[src/rtl/logic_unit_bist.sv]
// Built-in self-test controller for the 32-bit logical unit: drives LFSR operand
// vectors with all four opcodes, checks results against a golden model, and builds a MISR signature.
module logic_unit_bist #(
  parameter int          NUM_VECTORS = 16,
  parameter logic [31:0] SEED_A      = 32'h1234_5678,
  parameter logic [31:0] SEED_B      = 32'h8765_4321
) (
  input  logic        clk,
  input  logic        rst_n,
  input  logic        start,
  input  logic        abort,
  output logic [31:0] dut_a,
  output logic [31:0] dut_b,
  output logic [1:0]  dut_op,
  input  logic [31:0] dut_out,
  output logic        busy,
  output logic        done,
  output logic        pass,
  output logic [15:0] err_count,
  output logic [15:0] first_fail_idx,
  output logic [31:0] signature
);

  typedef enum logic [1:0] {S_IDLE, S_DRIVE, S_CHECK, S_DONE} state_t;

  localparam logic [31:0] POLY       = 32'h8020_0003;
  localparam logic [15:0] LAST_IDX   = 16'(4 * NUM_VECTORS - 1);
  // An all-zero seed would lock the LFSR at zero forever.
  localparam logic [31:0] SEED_A_EFF = (SEED_A == 32'h0) ? 32'h1 : SEED_A;
  localparam logic [31:0] SEED_B_EFF = (SEED_B == 32'h0) ? 32'h1 : SEED_B;

  function automatic logic [31:0] lfsr_step(input logic [31:0] x);
    return {x[30:0], 1'b0} ^ (x[31] ? POLY : 32'h0);
  endfunction

  function automatic logic [31:0] golden(input logic [31:0] a, input logic [31:0] b,
                                         input logic [1:0] op);
    logic [31:0] r;
    case (op)
      2'b00:   r = a & b;
      2'b01:   r = a | b;
      2'b10:   r = a ^ b;
      default: r = ~(a | b);
    endcase
    return r;
  endfunction

  state_t      state;
  logic [15:0] idx;
  logic        mismatch;

  always_comb begin
    mismatch = (dut_out != golden(dut_a, dut_b, dut_op));
  end

  always_ff @(posedge clk or negedge rst_n) begin
    if (!rst_n) begin
      state          <= S_IDLE;
      idx            <= 16'h0;
      dut_a          <= 32'h0;
      dut_b          <= 32'h0;
      dut_op         <= 2'b00;
      busy           <= 1'b0;
      done           <= 1'b0;
      pass           <= 1'b0;
      err_count      <= 16'h0;
      first_fail_idx <= 16'hFFFF;
      signature      <= 32'h0;
    end else if (abort) begin
      // Partial err_count / first_fail_idx / signature are left visible.
      state <= S_IDLE;
      busy  <= 1'b0;
      done  <= 1'b0;
      pass  <= 1'b0;
    end else begin
      case (state)
        S_IDLE: begin
          if (start) begin
            state          <= S_DRIVE;
            idx            <= 16'h0;
            dut_a          <= SEED_A_EFF;
            dut_b          <= SEED_B_EFF;
            dut_op         <= 2'b00;
            busy           <= 1'b1;
            done           <= 1'b0;
            pass           <= 1'b0;
            err_count      <= 16'h0;
            first_fail_idx <= 16'hFFFF;
            signature      <= 32'h0;
          end
        end
        S_DRIVE: begin
          state <= S_CHECK;
        end
        S_CHECK: begin
          signature <= lfsr_step(signature) ^ dut_out;
          if (mismatch) begin
            if (err_count != 16'hFFFF) begin
              err_count <= err_count + 16'h1;
            end
            if (first_fail_idx == 16'hFFFF) begin
              first_fail_idx <= idx;
            end
          end
          if (idx == LAST_IDX) begin
            state <= S_DONE;
          end else begin
            state  <= S_DRIVE;
            idx    <= idx + 16'h1;
            dut_op <= dut_op + 2'b01;
            // New operand pair only once all four opcodes have been applied.
            if (dut_op == 2'b11) begin
              dut_a <= lfsr_step(dut_a);
              dut_b <= lfsr_step(dut_b);
            end
          end
        end
        S_DONE: begin
          state <= S_IDLE;
          busy  <= 1'b0;
          done  <= 1'b1;
          pass  <= (err_count == 16'h0);
        end
        default: begin
          state <= S_IDLE;
        end
      endcase
    end
  end

endmodule

[config.mk]
export PLATFORM = sky130hd
export DESIGN_NAME = logic_unit_bist
export DESIGN_NICKNAME = d
export VERILOG_FILES = /design/src/rtl/logic_unit_bist.sv
export SDC_FILE = /design/constraint.sdc
export NUM_CORES = 1
export LEC_CHECK = 0
export BUFFER_PORTS_ARGS = -buffer_cell sky130_fd_sc_hd__buf_4
export CAP_MARGIN = 5
export CORE_ASPECT_RATIO = 1.5
export CORE_UTILIZATION = 45
export DETAILED_ROUTE_END_ITERATION = 6
export PLACE_DENSITY = 0.69
export SLEW_MARGIN = 20
export SYNTH_ARGS = -nofsm -noshare
export SYNTH_HDL_FRONTEND = slang
export SYNTH_SLANG_ARGS = --single-unit
[constraint.sdc]
create_clock -name clk -period 3.85 [get_ports clk]
set_input_delay 0.1925 -clock clk [delete_from_list [all_inputs] [get_ports clk]]
set_output_delay 0.1925 -clock clk [all_outputs]
set_load 0.03 [all_outputs]
==> results.yml <==
place:
  hpwl_um: 19300
  place_area_sq_um: 10600
  globalplace.congestion: 0.877
  io_buffer_count: 168
setup_path:
  critPathRequiredTime_ns: 4.22
  slowest_delay_ns: 0.62
  path_buf_inv: 2
  crit_top_cell: "nand4_1"
  cp-end-kind: "flip-flop"
  rr_worst_depth: 11
  cp-start-kind: "flip-flop"
  cp_top_family: "simple AND/OR/NAND/NOR gates"
  reg2reg_to: "first_fail_idx[15]$_DFFE_PN1P_"
  worstPathCellList: "inv_1, ha_1, buf_4, a22oi_1, a31oi_1, xnor2_1, nand4_1, nor4_1, nand4_1, and3_4, mux2_4"
  crit_slowest_cell: "ha_1"
  reg2reg_from: "dut_op[0]$_DFFE_PN0P_"
  critPathKind: "reg2reg"
  rrSetupSlack_ns: 0.47
  crit_arrival_ns: 3.75
  critPathMaxFanout: 19
logic_synthesis:
  ys_warn_count: 0
  ys_types: 57
  syn_inst: 960
  synth_area_sq_um: 9190
  synth_edf_count: 0
  synthArstFlopShare_pct: 100
  synth_nets: 1067
  yosys_most_used_dff: "dfrtp_1"
  ys_seq_elements: 151
  yosysSeqAreaShare_pct: 41.3
  postSynthAreaPerCell_sq_um: 9.57
global_route:
  grt_use_met3_pct: 3.96
  use_met2_pct: 43.1
  use_met1_pct: 32.4
  grt_max_degree: 85
  grt.total_usage_pct: 25.5
  antenna_found_initial: 0
  grt_busiest_layer: "met2"
  grt_pass1_vias: 7453
  grt_pass1_wl_um: 41100
  grt_overflow: 0
power_and_ir_drop:
  p_comb_share_pct: 13.0
  power.share.clock_pct: 43.4
  leakagePower_nw: 5.50
  switching_share_pct: 28.1
  p_sw_mw: 1.08
  seq_power_share_pct: 43.7
  power.internal_mw: 2.77
  ir_drop_v: 0.000272
  p_per_area_nw_per_um2: 343
floorplan:
  start_util_pct: 46.3
  core_sq_um: 19900
  die_y_um: 177
  die_area_sq_um: 21000
  io_pins: 169
  die_x_um: 119
  num_rows: 63
min_path:
  hold_path_end: "signature[0]$_DFFE_PN0P_"
  hp-start: "dut_out[0]"
  hold_depth: 3
  min_path_type: "in2reg"
clocking:
  clk_latency_ns: 0.43
  path_clk_slew_ns: 0.07
  cts_tree: "yes"
  clock_tree.buffer_depth: 2
  cts_buffers: 17
  clock_sinks: 151
  htreeDepth: 4
  cts_root_buf: "clkbuf_16"
  cts_setup_buffers: 0
timing:
  slew_headroom_pct: 39.4
  finalCritPeriodShare_pct: 87.8
  hold_viol: 0
  clock_skew_ns: 0.00897
  tns_ns: 0
  min_period_ns: 3.38
  slew_violations: 0
  max_clock_freq_mhz: 296
  setup_viol: 0
  rsz0062_at_grt: "false"
  tightest_slew_ns: 0.905
cells_and_area:
  final_common_cell: "buf_4"
  n_antenna_cell: 0
  area_growth_pct: 22.3
  final_cell_mix: "183 x buf_4, 135 x dfrtp_1, 106 x inv_1"
  finalNetCount: 1220
  drive_gt1_share_pct: 21.8
  design_area_sq_um: 11200
status:
  run_status: "completed"
routing:
  drtIter0Drc: 694
  viasPerCell: 5.59
  antenna_left: 0
  wire_per_inst_um: 18.6
  drcViolationCount: 0
  dr.pass1.iters: 6
  wirelength_um: 25800
  vias: 7745
run:
  drv_cap: 0
[metal layers]
layer / vias up / part of all wire (%)
met2: 276 / 50
met5: - / 0
met4: 0 / 3.1
li1: 3669 / -
met3: 53 / 5.0
met1: 3747 / 41
[flip-flops by register name, indices dropped and copies added (netlist names)]
signal / count
dut_a: 32
dut_b: 32
signature: 32
err_count: 16
first_fail_idx: 16
idx: 16
dut_op: 2
state: 2
busy: 1
done: 1
pass: 1
[cell type report]
type | instances | area [sq um]
Sequential cell | 151 | 3800
Clock inverter | 14 | 134
Tap cell | 260 | 325
Multi-Input combinational cell | 648 | 4700
Inverter | 108 | 405
Timing Repair Buffer | 187 | 1430
Clock buffer | 18 | 450
Fill cell | 1815 | 8630
[worst register-to-register path, delay by kind of cell (launching register included)]
kind | cells | cell delay (ns)
compound gates | 2 | 0.34
xor+xnor | 1 | 0.14
fa+ha+maj | 1 | 0.62
buf+inv | 2 | 0.45
flops | 1 | 0.43
mux | 1 | 0.33
simple gates | 4 | 1.01
[cells by family after synthesis]
group	share of synthesized area, %
AO/OA/AOI/OAI	16.1
flip-flops	41.3
AND/OR/NAND/NOR	15.1
buffers and inverters	7.76
multiplexers	2.57
adder cells (fa/ha/maj)	9.67
XOR/XNOR	7.43
[power groups by stage]
stage                     logic (mW)  clock network [mW]  registers [mW]
after global routing           0.541                1.76            1.69
after global placement         0.497                   0            1.71
after detailed placement       0.502                   0            1.71
final                          0.500                1.67            1.68
after CTS                      0.505                1.70            1.68
after floorplan                0.229                   0            1.77
[cell usage after synthesis, types with 3 or more instances]
library cell  number  area (sq um)
nor2b_1           21           131
o21ai_0           13          65.1
nand4_1           23           144
a22oi_1           15           113
a22o_1            41           359
nand2b_1          26           163
nor3_1             9          45.0
a21oi_1           14          70.1
xnor2_1           61           534
a222oi_1           8          80.1
xor2_1            17           149
a211oi_1           3          22.5
or4_1             12          90.1
a31oi_1           13          81.3
or3_1              6          37.5
inv_1            106           398
mux2i_1           21           210
o31ai_1           34           255
and3_1             3          18.8
nor2_1            49           184
ha_1              71           888
o211ai_1          33           248
buf_2              9          45.0
dfstp_2           16           420
nand2_1           97           364
nor4_1             8          50.1
a32oi_1            4          35.0
buf_6             10           113
dfrtp_1          135          3380
buf_4              3          22.5
clkbuf_1          28           105
nand3_1           17          85.1
o21ai_1            3          15.0
[timing repair]
action,in CTS,in global routing
endpoints found under the hold margin,78,0
gates resized for setup,0,0
hold buffers,2,0
[how the worst max path moves through the flow]
stage                          startpoint                              to  slack, ns  cells past startpoint
finish              dut_op[0]$_DFFE_PN0P_  first_fail_idx[15]$_DFFE_PN1P_       0.47                     11
CTS                 dut_op[0]$_DFFE_PN0P_        err_count[3]$_DFFE_PN0P_       0.48                     12
global route        dut_op[0]$_DFFE_PN0P_  first_fail_idx[15]$_DFFE_PN1P_       0.17                     11
global placement    dut_op[0]$_DFFE_PN0P_       err_count[15]$_DFFE_PN0P_       0.62                     12
floorplan           dut_op[1]$_DFFE_PN0P_       err_count[13]$_DFFE_PN0P_       0.85                     13
detailed placement  dut_op[0]$_DFFE_PN0P_  first_fail_idx[15]$_DFFE_PN1P_       0.49                     11
[per-stage QoR]
stage | util (%) | hold WS (ns) | power [mW] | worst slack (ns) | std cells
6_report | 56.6 | 0.0707 | 3.85 | 0.471 | 1386
5_1_grt | 56.6 | 0.0572 | 3.99 | 0.171 | 1386
4_1_cts | 56.6 | 0.0523 | 3.89 | 0.480 | 1386
3_5_place_dp | 53.5 | 0.281 | 2.21 | 0.494 | 1352
3_3_place_gp | 53.5 | 0.289 | 2.21 | 0.617 | 1352
2_1_floorplan | - | -0.103 | 2.00 | 0.850 | 960
(Power assumes the default switching activity.)
